[src/rtl/msp430_bus_fabric.sv]
// MSP430 system-bus fabric: region decode, wait states, lane steering.
// Optional sticky vacant-access flag: define BUS_FABRIC_VACANT_FLAG_EN.
module msp430_bus_fabric #(
  parameter int unsigned          NSLV        = 4,
  parameter logic [NSLV*16-1:0]   REGION_BASE =
    {16'h4400, 16'h1C00, 16'h0200, 16'h0000},
  parameter logic [NSLV*16-1:0]   REGION_MASK =
    {16'hC000, 16'hF800, 16'hFE00, 16'hFE00},
  parameter logic [NSLV*4-1:0]    REGION_WAIT =
    {4'd2, 4'd1, 4'd0, 4'd0},
  parameter logic [15:0]          VACANT_DATA = 16'h3FFF
) (
  input  logic               MCLK,
  input  logic               rst,
`ifdef BUS_FABRIC_VACANT_FLAG_EN
  input  logic               VACANT_CLR,
  output logic               VACANT_FLG,
`endif
  input  logic               MREQ,
  input  logic [15:0]        MAB,
  input  logic [15:0]        MDBwrite,
  input  logic               MW,
  input  logic               BW,
  output logic [15:0]        MDBread,
  output logic               MRDY,
  output logic [NSLV-1:0]    S_SEL,
  output logic [15:0]        S_ADDR,
  output logic [15:0]        S_WDATA,
  output logic               S_WE,
  output logic [1:0]         S_BE,
  input  logic [NSLV*16-1:0] S_RDATA
);

  localparam int IW = (NSLV > 1) ? $clog2(NSLV) : 1;

  typedef enum logic [1:0] {
    IDLE,
    ACCESS,
    DONE
  } state_t;

  state_t          state;
  state_t          state_nxt;
  logic [3:0]      cnt;
  logic [3:0]      cnt_nxt;
  logic            load;
  logic            capture;

  logic            hit;
  logic [IW-1:0]   hit_idx;
  logic [3:0]      hit_wait;

  logic [IW-1:0]   idx_q;
  logic            vac_q;
  logic            mw_q;
  logic            bw_q;

  logic [15:0]     src;
  logic [15:0]     rd_val;

  // Slice 0 sits in the LSBs; base bits outside the mask are don't-care.
  // Walking downward lets the lowest matching index win.
  always_comb begin
    hit      = 1'b0;
    hit_idx  = '0;
    hit_wait = 4'd0;
    for (int i = int'(NSLV) - 1; i >= 0; i--) begin
      if ((MAB & REGION_MASK[16*i +: 16]) ==
          (REGION_BASE[16*i +: 16] & REGION_MASK[16*i +: 16])) begin
        hit      = 1'b1;
        hit_idx  = IW'(i);
        hit_wait = REGION_WAIT[4*i +: 4];
      end
    end
  end

  always_comb begin
    state_nxt = state;
    cnt_nxt   = cnt;
    load      = 1'b0;
    capture   = 1'b0;
    unique case (state)
      IDLE: begin
        if (MREQ) begin
          state_nxt = ACCESS;
          load      = 1'b1;
          cnt_nxt   = hit ? hit_wait : 4'd0;
        end
      end
      ACCESS: begin
        if (cnt == 4'd0) begin
          state_nxt = DONE;
          capture   = 1'b1;
        end else begin
          cnt_nxt = cnt - 4'd1;
        end
      end
      DONE: begin
        state_nxt = IDLE;
      end
      default: begin
        state_nxt = IDLE;
        cnt_nxt   = 4'd0;
      end
    endcase
  end

  always_ff @(posedge MCLK or posedge rst) begin
    if (rst) begin
      state <= IDLE;
      cnt   <= 4'd0;
    end else begin
      state <= state_nxt;
      cnt   <= cnt_nxt;
    end
  end

  always_ff @(posedge MCLK or posedge rst) begin
    if (rst) begin
      idx_q   <= '0;
      vac_q   <= 1'b0;
      mw_q    <= 1'b0;
      bw_q    <= 1'b0;
      S_ADDR  <= 16'h0000;
      S_WDATA <= 16'h0000;
      S_BE    <= 2'b00;
    end else if (load) begin
      idx_q   <= hit_idx;
      vac_q   <= ~hit;
      mw_q    <= MW;
      bw_q    <= BW;
      S_ADDR  <= BW ? MAB : {MAB[15:1], 1'b0};
      S_WDATA <= BW ? {MDBwrite[7:0], MDBwrite[7:0]}
                    : MDBwrite;
      S_BE    <= BW ? (MAB[0] ? 2'b10 : 2'b01) : 2'b11;
    end
  end

  always_comb begin
    src    = vac_q ? VACANT_DATA : S_RDATA[{idx_q, 4'b0000} +: 16];
    rd_val = src;
    if (bw_q) begin
      rd_val = {8'h00, S_ADDR[0] ? src[15:8] : src[7:0]};
    end
  end

  always_ff @(posedge MCLK or posedge rst) begin
    if (rst) begin
      MDBread <= 16'h0000;
    end else if (capture && !mw_q) begin
      MDBread <= rd_val;
    end
  end

  always_comb begin
    S_SEL = '0;
    if (state == ACCESS && !vac_q) begin
      S_SEL = NSLV'(1) << idx_q;
    end
  end

  assign S_WE = (state == ACCESS) && mw_q && !vac_q;
  assign MRDY = (state == DONE);

`ifdef BUS_FABRIC_VACANT_FLAG_EN
  // Set takes priority so a clear racing a new vacant hit loses.
  always_ff @(posedge MCLK or posedge rst) begin
    if (rst) begin
      VACANT_FLG <= 1'b0;
    end else if (state == DONE && vac_q) begin
      VACANT_FLG <= 1'b1;
    end else if (VACANT_CLR) begin
      VACANT_FLG <= 1'b0;
    end
  end
`endif

endmodule
[config.mk]
export PLATFORM = sky130hd
export DESIGN_NAME = msp430_bus_fabric
export DESIGN_NICKNAME = d
export VERILOG_FILES = /design/src/rtl/msp430_bus_fabric.sv
export SDC_FILE = /design/constraint.sdc
export NUM_CORES = 1
export LEC_CHECK = 0
export CAP_MARGIN = 20
export CORE_MARGIN = 4
export CORE_UTILIZATION = 52
export DETAILED_ROUTE_END_ITERATION = 7
export DONT_BUFFER_PORTS = 1
export PLACE_DENSITY = 0.75
export SLEW_MARGIN = 25
export SYNTH_ARGS = -nofsm -noshare
export SYNTH_HDL_FRONTEND = slang
export SYNTH_SLANG_ARGS = --single-unit
[constraint.sdc]
create_clock -name MCLK -period 2.3 [get_ports MCLK]
set_input_delay 0.23 -clock MCLK [delete_from_list [all_inputs] [get_ports MCLK]]
set_output_delay 0.23 -clock MCLK [all_outputs]
set_load 0.01 [all_outputs]
# Word-level counts from Yosys, hierarchy flattened

Index checks and enable logic that the tools add are counted.

Memory bits (read-only): 0
Register bits: 61
Output and inout bits: 56
Input port bits: 101
Memory bits (writable): 0
Memories kept: 0
Word-level logic and storage cells: 65
Bits in latches: 0

Multipliers: 0
Reductions and logical operators: 11
Bitwise gates (word level): 2
Order comparisons: 0
Muxes and demuxes: 31
Add/sub/neg operators: 1
Shift-type cells: 2
Divide/modulo/power cells: 0
Equal/unequal tests: 8

Operators by type and width:

| cell                                                                | count |
|---|---|
| 64-bit by 7-bit variable part select with 16-bit output             | 1 |
| 16-bit 2-to-1 mux                                                   | 3 |
| 4-bit 2-to-1 mux                                                    | 6 |
| 2-bit 2-to-1 mux                                                    | 10 |
| 16-bit logical NOT                                                  | 1 |
| 4-bit one-hot mux with 3 select lines                               | 1 |
| 1-bit 2-to-1 mux                                                    | 9 |
| 8-bit 2-to-1 mux                                                    | 1 |
| 7-bit by 1-bit == test with 1-bit output (second input constant)    | 1 |
| 2-bit != test (second input constant)                               | 3 |
| 5-bit by 2-bit == test with 1-bit output (second input constant)    | 1 |
| 2-bit by 1-bit == test with 1-bit output (second input constant)    | 2 |
| 1-bit logical AND                                                   | 4 |
| 4-bit logical NOT                                                   | 1 |
| 2-bit one-hot mux with 2 select lines                               | 1 |
| 1-bit by 2-bit left shift with 4-bit output (first input constant)  | 1 |
| 4-bit by 1-bit subtractor with 4-bit output (second input constant) | 1 |
| 3-bit AND reduction                                                 | 1 |
| 2-bit == test (second input constant)                               | 1 |
| 1-bit logical NOT                                                   | 2 |
| 2-bit logical NOT                                                   | 1 |
| 1-bit inverter                                                      | 2 |
| 2-bit AND reduction                                                 | 1 |

# Logic depth before layout (Yosys ltp)

Gate-level depths: netlist of run 1.

Depth in word-level cells: 8
Mapped depth: 7
Depth with buffers taken out: 5

# Least setup slack after synthesis of run 1

OpenSTA, ideal clock, no wires.

Path type: register -> register
Start point: register cnt[0]
End point: register MDBread[1]
Path buffers: 2
Clock period less this slack: 1883 ps
Arrival time: 1789 ps
Cell stages (with the launch flop): 8
Setup slack: 417 ps
Setup time: 94 ps
Cell sequence: dfrtp_1 > inv_1 > ha_1 > or3b_4 > or2_1 > buf_6 > buf_6 > a221oi_2

Longest elaborated chain between the ends: 4

RTL lines:

| element                  | RTL line | RTL |
|---|---|---|
| start: declaration       | 44       | `logic [3:0] cnt;` |
| start signal: assignment | 114      | `cnt <= cnt_nxt;` |
| 4-bit logical NOT        | 91       | `if (cnt == 4'd0) begin` |
| 1-bit 2-to-1 mux         | 91       |  |
| 1-bit 2-to-1 mux         | 82       | `unique case (state)` |
| 1-bit logical AND        | 150      | `end else if (capture && !mw_q) begin` |
| end signal: assignment   | 151      | `MDBread <= rd_val;` |
| end: declaration         | 24       | `output logic [15:0] MDBread,` |

No other way between the ends.
A chain may end at the register's enable or synchronous reset.

# Final worst setup path of run 1

Start point: register cnt[1]
End point: register MDBread[12]

The elaborated chain is that of the path after synthesis.

==> metrics.yaml, run 1 <==
drv_slew: 0
slew-limit-headroom: 0.457
clock_tree_from_tritoncts: "done"
totalNegativeSetupSlack_ns: 0
library_cells_used_by_synthesis: 43
detail_route.vias_per_cell: 5.89
number_of_antenna_violations_at_the_first_check_in_global_routing: 2
final_cell_mix: "sky130_fd_sc_hd__nand2_1, sky130_fd_sc_hd__dfrtp_1, sky130_fd_sc_hd__dlygate4sd3_1"
rr_startpoint: "cnt[1]$_DFFE_PP0P_"
finalCriticalPeriod_ns: 2.10
r2r_setup_slack_ns: 0.20
finalCritPeriodShare: 0.911
synth.yosys.warnings: 0
p_clk_frac: 0.172
power.switching_fraction: 0.419
postSynthNetCount: 400
detail-route-antenna-nets: 0
placementRows: 28
clock.fmax_mhz: 477
cts.clk_slew.worst_paths_ns: 0.07
source_of_the_worst_hold_timing_path: "MAB[9]"
timing.critical_path.to_type: "flop"
grt_max_degree: 41
whs_ns: 0.0157
clockRootBuffer: "sky130_fd_sc_hd__clkbuf_8"
critical_path_arrival_ns: 2.36
grt_overflow: 0
finalInstanceArea_mm2: 0.00360
met2_wire_length_um: 4210
yosys_register_bits: 61
routedWlPerCell_um: 20.9
design.die.area_mm2: 0.00734
critPathMaxFanout: 13
flow.area_growth_from_synthesis_pct: 14.9
clk-insertion-delay-late_ns: 0.34
route.met3.wl_um: 884
critPathKind: "flop to flop"
design_power_total_uw: 4970
grt_first_pass_wirelength_um: 13300
worst_slew_pin_tran_ns: 0.815
final_routed_wirelength_um: 8440
share_comb_of_total_power: 0.371
post_route_cells_drive_above_1_share: 0.163
start_util: 0.533
reg2reg_depth: 5
fin_nets: 423
synthesized_area_per_cell_um2: 10.5
synthesized_netlist_cell_count: 298
ys_async_sr_fraction: 1.00
filler_cell_count: 487
mappedNetlistArea_mm2: 0.00314
netSwitchingPower_uw: 2080
critical_path.startpoint_type: "flop"
post-cts-setup-buffer-count: 0
globalRouteTotalUtil: 0.237
grt_setup_unrepaired: "no"
regToRegEndpoint: "MDBread[12]$_DFFE_PP0P_"
top_level_ports: 157
route.detailed.drc: 0
worstHoldPathCells: 2
power_density_mw_per_mm2: 1380
number_of_flops_mapped_to_enable_cells_by_yosys: 0
clock-sinks: 61
clock_path_buffers: 2
chipHeight_um: 85.7
cts_buffers: 9
p_int_uw: 2890
setup_viol: 0
die_x_um: 85.7
area_of_placed_instances_mm2: 0.00318
highest-signal-layer: "met4"
final_common_cell: "sky130_fd_sc_hd__nand2_1"
hpwl_detailed_um: 6090
routedLengthMet1_um: 3080
run_status: "completed"
hold_class: "input pin to flop"
worst_path_required_ns: 2.56
dr.first_iter.drc_count: 93
detailedRoute.firstPassIterationCount: 4
vias: 2373
static-leakage-power_uw: 0.00165
cts.htree.levels: 3
synth_sequential_area_ratio: 0.487
seq_power_share: 0.457
holdPathEnd: "S_ADDR[9]$_DFFE_PP0P_"
drv_cap: 0
ir_drop_v: 0.000664
portBuffers: 0
ys.flop_type: "sky130_fd_sc_hd__dfrtp_1"
fp.coreArea_mm2: 0.00589
hold_viol_final: 0
worst_clock_skew_ns: 0.00517
grt_pass1_vias: 2475
routabilityCongestion: 0.777
synthesized netlist by cell type, types with 2 or more instances:
cell,number,share of area
sky130_fd_sc_hd__buf_1,2,0.0024
sky130_fd_sc_hd__inv_1,13,0.016
sky130_fd_sc_hd__nor3b_1,3,0.0072
sky130_fd_sc_hd__nor3_1,3,0.0048
sky130_fd_sc_hd__a31oi_1,3,0.0060
sky130_fd_sc_hd__nor2_1,13,0.016
sky130_fd_sc_hd__nand2_1,90,0.11
sky130_fd_sc_hd__buf_6,4,0.014
sky130_fd_sc_hd__o2bb2ai_2,6,0.029
sky130_fd_sc_hd__mux2i_1,11,0.035
sky130_fd_sc_hd__nor4_1,9,0.018
sky130_fd_sc_hd__nor2b_1,2,0.0040
sky130_fd_sc_hd__o21ai_1,10,0.016
sky130_fd_sc_hd__a22o_1,2,0.0056
sky130_fd_sc_hd__nand2b_1,3,0.0060
sky130_fd_sc_hd__clkbuf_1,10,0.012
sky130_fd_sc_hd__a221oi_2,2,0.0096
sky130_fd_sc_hd__or3b_1,2,0.0056
sky130_fd_sc_hd__mux4_2,16,0.11
sky130_fd_sc_hd__a221oi_1,6,0.017
sky130_fd_sc_hd__o2bb2ai_1,4,0.011
sky130_fd_sc_hd__dfrtp_1,61,0.49
sky130_fd_sc_hd__buf_4,3,0.0072
power by group through the flow:
stage / logic [µW] / clock network (µW) / registers (µW)
6_report: 1840 / 854 / 2270
5_1_grt: 2060 / 931 / 2360
4_1_cts: 1840 / 875 / 2280
3_5_place_dp: 1800 / 0 / 2280
3_3_place_gp: 1730 / 0 / 2270
2_1_floorplan: 1650 / 0 / 2050
timing repair:
action	CTS	global route
resized for setup	0	2
hold buffers	24	0
endpoints found under the hold margin	46	0
endpoints found under the setup margin	0	8
worst max-delay path: stages (launching register included):
cell                        delay [ns]
sky130_fd_sc_hd__dfrtp_1          0.41
sky130_fd_sc_hd__inv_1            0.10
sky130_fd_sc_hd__ha_1             0.21
sky130_fd_sc_hd__or3b_4           0.49
sky130_fd_sc_hd__or3_1            0.59
sky130_fd_sc_hd__o2bb2ai_2        0.22
cells by family after synthesis:
family	Yosys count	synth area share
AO/OA/AOI/OAI	39	0.107
flip-flops	61	0.487
buffers and inverters	34	0.0543
adder cells (fa/ha/maj)	1	0.00399
AND/OR/NAND/NOR	135	0.195
multiplexers	27	0.150
XOR/XNOR	1	0.00279
worst max-delay path by stage:
stage                       startpoint                      end  depth (start not counted)
finish              cnt[1]$_DFFE_PP0P_  MDBread[12]$_DFFE_PP0P_                          5
floorplan           cnt[0]$_DFFE_PP0P_   MDBread[1]$_DFFE_PP0P_                          7
CTS                 cnt[1]$_DFFE_PP0P_   MDBread[5]$_DFFE_PP0P_                          5
global placement    cnt[0]$_DFFE_PP0P_   MDBread[2]$_DFFE_PP0P_                          5
global route        cnt[1]$_DFFE_PP0P_   MDBread[8]$_DFFE_PP0P_                          5
detailed placement  cnt[1]$_DFFE_PP0P_   MDBread[5]$_DFFE_PP0P_                          5
metrics by stage:
step                      instances  setup WS [ns]   util
after floorplan                 298          0.417      -
after global placement          361          0.192  0.540
after detailed placement        361         0.0702  0.540
after CTS                       401         0.0384  0.611
after global routing            403         0.0882  0.612
final                           403          0.204  0.612
sequential cells by signal, indices dropped and copies added (netlist names):
signal   count
MDBread     16
S_ADDR      16
S_WDATA     16
cnt          4
S_BE         2
idx_q        2
state        2
bw_q         1
mw_q         1
vac_q        1
per-layer routing:
| metal | global-route usage | vias up |
|---|---|---|
| li1 | - | 1084 |
| met2 | 0.378 | 122 |
| met3 | 0.0932 | 22 |
| met5 | 0 | - |
| met4 | 0.127 | 0 |
| met1 | 0.275 | 1145 |
area by class of cell:
cell class / count / area [µm²] / area share
sequential: 61 / 1530 / 0.424
multi-input combinational: 203 / 1450 / 0.402
timing repair buffer: 32 / 300 / 0.0834
clock buffer: 12 / 155 / 0.0431
tap: 75 / 93.8 / 0.0261
inverter: 14 / 52.6 / 0.0146
clock inverter: 4 / 22.5 / 0.00625
antenna: 2 / 5.00 / 0.00139
No activity file was read; power rests on OpenSTA's default activity.
==> inputs of run 2 (changes only) <==
--- a/config.mk
+++ b/config.mk
@@ -7,10 +7,10 @@
 export LEC_CHECK = 0
 export CAP_MARGIN = 20
 export CORE_MARGIN = 4
-export CORE_UTILIZATION = 52
+export CORE_UTILIZATION = 60
 export DETAILED_ROUTE_END_ITERATION = 7
 export DONT_BUFFER_PORTS = 1
-export PLACE_DENSITY = 0.75
+export PLACE_DENSITY = 0.84
 export SLEW_MARGIN = 25
 export SYNTH_ARGS = -nofsm -noshare
 export SYNTH_HDL_FRONTEND = slang
==> metrics.yaml, run 2 (synthesis gave the netlist of run 1 again) <==
run_status: "completed"
chipHeight_um: 80.3  # -6.3%
reg.largest.list: "MDBread (16), S_ADDR (16), S_WDATA (16)"
grt_pass1_vias: 2381  # -3.8%
static-leakage-power_uw: 0.00158  # -3.9%
ir_drop_v: 0.000781  # +18%
cts.htree.levels: 3  # unchanged
flow.area_growth_from_synthesis_pct: 9.46
critPathKind: "flop to flop"
holdPathEnd: "S_BE[1]$_DFFE_PP0P_"
globalRouteTotalUtil: 0.268  # +0.0313
finalCriticalPeriod_ns: 2.23  # +0.138 ns
drv_slew: 0  # unchanged
source_of_the_worst_hold_timing_path: "BW"
critical_path_arrival_ns: 2.43  # +0.07 ns
clock-sinks: 61  # unchanged
start_util: 0.618  # +0.0851
clockRootBuffer: "sky130_fd_sc_hd__clkbuf_8"
slew-limit-headroom: 0.477  # +0.0203
clock_tree_from_tritoncts: "done"
rr_startpoint: "cnt[0]$_DFFE_PP0P_"
resized_after_cts: 0  # unchanged
filler_cell_count: 384  # -21%
cts.clk_slew.worst_paths_ns: 0.07  # about the same
worst_slew_pin_tran_ns: 0.785  # -0.0304 ns
r2r_setup_slack_ns: 0.07  # -0.14 ns
portBuffers: 0  # unchanged
critPathMaxFanout: 16  # +3
hpwl_detailed_um: 6380  # +4.7%
detail-route-antenna-nets: 0  # unchanged
power_density_mw_per_mm2: 1500  # +8.9%
top_level_ports: 157  # unchanged
worst_path_required_ns: 2.50  # -0.06 ns
finalCritPeriodShare: 0.971  # +0.0600
design.die.area_mm2: 0.00645  # -12%
regToRegEndpoint: "MDBread[2]$_DFFE_PP0P_"
fp.coreArea_mm2: 0.00507  # -14%
cts_buffers: 9  # unchanged
worst_clock_skew_ns: 0.00709  # +0.00192 ns
timing.critical_path.to_type: "flop"
totalNegativeSetupSlack_ns: 0  # unchanged
placementRows: 26  # -7.1%
detailedRoute.firstPassIterationCount: 4  # unchanged
post_route_cells_drive_above_1_share: 0.176  # +0.0139
diodes_inserted: 0  # -2
setup_slack_ns: 0.0664  # -0.138 ns
clock_path_buffers: 2  # unchanged
final_cell_mix: "sky130_fd_sc_hd__nand2_1, sky130_fd_sc_hd__dfrtp_1, sky130_fd_sc_hd__mux4_2"
critical_path.startpoint_type: "flop"
dr.first_iter.drc_count: 243  # +160%
routedWlPerCell_um: 21.7  # +3.8%
setup_viol: 0  # unchanged
clock.fmax_mhz: 448  # -6.2%
vias: 2327  # -1.9%
final_common_cell: "sky130_fd_sc_hd__nand2_1"
hold_viol_final: 0  # unchanged
final_routed_wirelength_um: 8170  # -3.2%
drv_cap: 0  # unchanged
grt_setup_unrepaired: "no"
dp_worst_setup_slack_ns: 0.156  # +0.0862 ns
fin_nets: 403  # -4.7%
grt_first_pass_wirelength_um: 12800  # -3.4%
route.detailed.drc: 0  # unchanged
worstHoldPathCells: 1  # -1
grt_max_degree: 35  # -15%
clk-insertion-delay-late_ns: 0.33  # about the same
die_x_um: 80.3  # -6.3%
routabilityCongestion: 0.857  # +10%
detail_route.vias_per_cell: 6.19  # +5.1%
worstSetupStartpoint: "cnt[0]$_DFFE_PP0P_"
number_of_antenna_violations_at_the_first_check_in_global_routing: 0  # -2
hold_class: "input pin to flop"
grt_overflow: 0  # unchanged
reg2reg_depth: 5  # unchanged
==> run 2: critical path, stage by stage (launching register included) <==
cell and delay, ns:
sky130_fd_sc_hd__dfrtp_1 0.41, sky130_fd_sc_hd__inv_1 0.08, sky130_fd_sc_hd__ha_1 0.22, sky130_fd_sc_hd__or3b_4 0.42, sky130_fd_sc_hd__or2_1 0.49, sky130_fd_sc_hd__a221oi_1 0.48
==> run 2: final cells by class <==
type                    count  area [µm²]  area share
multi-input cells         203        1440       0.421
clock buffers              10         138      0.0401
flip-flops and latches     61        1530       0.445
repair buffers             12        97.6      0.0284
well taps                  70        87.6      0.0255
inverters                  14        52.6      0.0153
clock inverters             6        86.3      0.0252
==> run 2: per-layer routing <==
layer,GRT usage,vias to the layer above,part of all wire
li1,-,1049,-
met1,0.341,1120,0.38
met2,0.410,134,0.49
met3,0.130,24,0.11
met4,0.0743,0,0.021
met5,0,-,0
==> run 2: power by group <==
group	switching (µW)	internal, µW	total (µW)
clock network	416	637	1050
logic	985	858	1840
registers	696	1570	2260
==> run 2: worst max-delay path by stage <==
stage,end,slack [ns]
6_report,MDBread[2]$_DFFE_PP0P_,0.07
5_1_grt,MDBread[2]$_DFFE_PP0P_,0.01
4_1_cts,MDBread[2]$_DFFE_PP0P_,0.08
3_5_place_dp,MDBread[5]$_DFFE_PP0P_,0.16
3_3_place_gp,MDBread[6]$_DFFE_PP0P_,0.31
2_1_floorplan,MDBread[1]$_DFFE_PP0P_,0.42
==> run 2: metrics by stage <==
| step | std cells | util | power, µW | instance area, µm² | hold WS (ns) |
|---|---|---|---|---|---|
| 5_1_grt | 376 | 0.676 | 5500 | 3430 | 0.00131 |
| 3_3_place_gp | 357 | 0.626 | 4000 | 3180 | -0.0127 |
| 2_1_floorplan | 298 | - | 3700 | 3140 | 0.335 |
| 6_report | 376 | 0.676 | 5160 | 3430 | 0.00286 |
| 4_1_cts | 374 | 0.672 | 5170 | 3410 | 0.000130 |
| 3_5_place_dp | 357 | 0.626 | 4100 | 3180 | -0.0134 |
==> run 2: repair_timing <==
action	4_1_cts	5_1_grt
buffers inserted	0	0
hold buffers	1	2
hold endpoints to repair	61	2
==> inputs of run 3 (changes only) <==
==> constraint.sdc (replaced) <==
create_clock -name MCLK -period 2.1 [get_ports MCLK]
set_input_delay 0.21 -clock MCLK [delete_from_list [all_inputs] [get_ports MCLK]]
set_output_delay 0.21 -clock MCLK [all_outputs]
set_load 0.01 [all_outputs]
==> metrics.yaml, run 3 (synthesis gave the netlist of run 1 again) <==
clk-insertion-delay-late_ns: 0.33  # about the same
hpwl_detailed_um: 6430  # +0.85%
globalRouteTotalUtil: 0.291  # +0.0230
vias: 2499  # +7.4%
met2_wire_length_um: 4440  # +10%
worst_path_required_ns: 2.28  # -0.22 ns
cts_buffers: 9  # unchanged
top_level_ports: 157  # unchanged
design.die.area_mm2: 0.00645  # unchanged
cts.clk_slew.worst_paths_ns: 0.06  # about the same
chipHeight_um: 80.3  # unchanged
grt_first_pass_wirelength_um: 13700  # +6.9%
grt_pass1_vias: 2564  # +7.7%
static-leakage-power_uw: 0.00171  # +7.8%
regToRegEndpoint: "MDBread[5]$_DFFE_PP0P_"
final_cell_mix: "sky130_fd_sc_hd__nand2_1, sky130_fd_sc_hd__dfrtp_1, sky130_fd_sc_hd__dlygate4sd3_1"
hold_class: "input pin to flop"
timing.critical_path.to_type: "flop"
dr.first_iter.drc_count: 279  # +15%
cts.htree.levels: 3  # unchanged
worst_slew_pin_tran_ns: 0.826  # +0.0416 ns
clock.fmax_mhz: 509  # +14%
setup_viol: 0  # unchanged
worstHoldPathCells: 2  # +1
slowest_stage: "sky130_fd_sc_hd__dfrtp_1"
grt_max_degree: 24  # -31%
slew-limit-headroom: 0.449  # -0.0278
portBuffers: 0  # unchanged
fin_nets: 429  # +6.5%
drv_cap: 0  # unchanged
run_status: "completed"
r2r_setup_slack_ns: 0.13  # +0.07 ns
drv_slew: 0  # unchanged
post_layout_nonfiller_instances: 402  # +6.9%
die_x_um: 80.3  # unchanged
crit_path_cell_trace: "inv_1, ha_1, or3b_4, buf_4, nor3_4, a221oi_1"
ir_drop_v: 0.000851  # +8.9%
detail_route.vias_per_cell: 6.22  # +0.45%
post_route_cells_drive_above_1_share: 0.169  # -0.00780
finalCriticalPeriod_ns: 1.97  # -0.268 ns
grt_setup_unrepaired: "no"
worst_clock_skew_ns: 0.00569  # -0.00140 ns
flow.area_growth_from_synthesis_pct: 18.5
clockRootBuffer: "sky130_fd_sc_hd__clkbuf_8"
number_of_antenna_violations_at_the_first_check_in_global_routing: 0  # unchanged
critPathMaxFanout: 9  # -7
final_common_cell: "sky130_fd_sc_hd__nand2_1"
routedLengthMet1_um: 3340  # +8.8%
holdPathEnd: "bw_q$_DFFE_PP0P_"
source_of_the_worst_hold_timing_path: "BW"
worstSetupStartpoint: "cnt[0]$_DFFE_PP0P_"
rr_startpoint: "cnt[0]$_DFFE_PP0P_"
hold_viol_final: 0  # unchanged
power_density_mw_per_mm2: 1600  # +6.3%
finalCritPeriodShare: 0.936  # -0.0353
route.met3.wl_um: 829  # -8.8%
diodes_inserted: 0  # unchanged
clock-sinks: 61  # unchanged
grt_overflow: 0  # unchanged
critPathKind: "flop to flop"
routedWlPerCell_um: 22.0  # +1.2%
critical_path.startpoint_type: "flop"
route.detailed.drc: 0  # unchanged
numPlacedInstances: 360  # +0.84%
routabilityCongestion: 0.881  # +2.8%
clock_tree_from_tritoncts: "done"
detailedRoute.firstPassIterationCount: 6  # +2
start_util: 0.618  # unchanged
crit_path_max_incr_delay_ns: 0.42  # -0.07 ns
detail-route-antenna-nets: 0  # unchanged
reg.largest.list: "MDBread (16), S_ADDR (16), S_WDATA (16)"
filler_cell_count: 342  # -11%
critical_path_arrival_ns: 2.15  # -0.28 ns
clock_path_buffers: 2  # unchanged
reg2reg_depth: 6  # +1
final_routed_wirelength_um: 8840  # +8.2%
fp.coreArea_mm2: 0.00507  # unchanged
totalNegativeSetupSlack_ns: 0  # unchanged
highest-signal-layer: "met4"
placementRows: 26  # unchanged
design_power_total_uw: 5940  # +15%
[run 3: cell types whose count changed in the layout (fill, tap and decap cells not counted), sizes merged]
cell | previous run | this run
clkbuf | 10 | 12
clkinvlp | 1 | 0
bufinv | 2 | 3
clkinv | 3 | 1
dlygate4sd3 | 3 | 26
buf | 9 | 12
[run 3: area by class of cell]
| type | instances | area [µm²] | share of cell area |
|---|---|---|---|
| tap | 70 | 87.6 | 0.0236 |
| sequential | 61 | 1530 | 0.411 |
| clock buffer | 12 | 145 | 0.0391 |
| inverter | 14 | 52.6 | 0.0141 |
| timing repair buffer | 38 | 363 | 0.0976 |
| clock inverter | 4 | 95.1 | 0.0256 |
| multi-input combinational | 203 | 1450 | 0.389 |
[run 3: stage by stage]
| stage | area (µm²) | setup slack, ns | util | hold slack, ns |
|---|---|---|---|---|
| global placement | 3210 | 0.149 | 0.633 | 0.125 |
| global route | 3720 | 0.0285 | 0.732 | 0.0126 |
| finish | 3720 | 0.135 | 0.732 | 0.0106 |
| CTS | 3710 | 0.0472 | 0.732 | 0.00933 |
| detailed placement | 3210 | -0.0120 | 0.633 | 0.139 |
| floorplan | 3140 | 0.217 | - | 0.315 |
[run 3: worst max-delay path: cells and delay by family (launching register included)]
| kind | cells | cell delay, ns |
|---|---|---|
| buffers and inverters | 2 | 0.26 |
| and+or+nand+nor | 2 | 0.80 |
| AOI/OAI and AO/OA | 1 | 0.17 |
| adders and majority gates | 1 | 0.16 |
| DFF | 1 | 0.42 |
[run 3: timing repair]
item	4_1_cts	5_1_grt
endpoints found under the setup margin	1	1
hold buffers	26	0
pin swaps	0	0
endpoints found under the hold margin	46	0
resized for setup	1	1
buffers inserted	0	0
[run 3: worst max path at each step]
stage,to,slack [ns],depth (start not counted)
floorplan,MDBread[1]$_DFFE_PP0P_,0.22,7
global placement,MDBread[6]$_DFFE_PP0P_,0.15,5
detailed placement,MDBread[5]$_DFFE_PP0P_,-0.01,5
CTS,MDBread[5]$_DFFE_PP0P_,0.05,5
global route,MDBread[5]$_DFFE_PP0P_,0.03,6
finish,MDBread[5]$_DFFE_PP0P_,0.13,6
[run 3: per-layer routing]
metal | vias to the layer above | global-route usage
met4 | 0 | 0.117
met2 | 135 | 0.454
met3 | 24 | 0.109
li1 | 1101 | -
met5 | - | 0
met1 | 1239 | 0.368
[run 3: where the power goes]
part	switching, µW	leakage, µW	internal, µW	total, µW
Sequential	771	0.000742	1720	2490
Clock	449	0.000121	820	1270
Combinational	1140	0.000843	1040	2180
Total	2360	0.00171	3580	5940
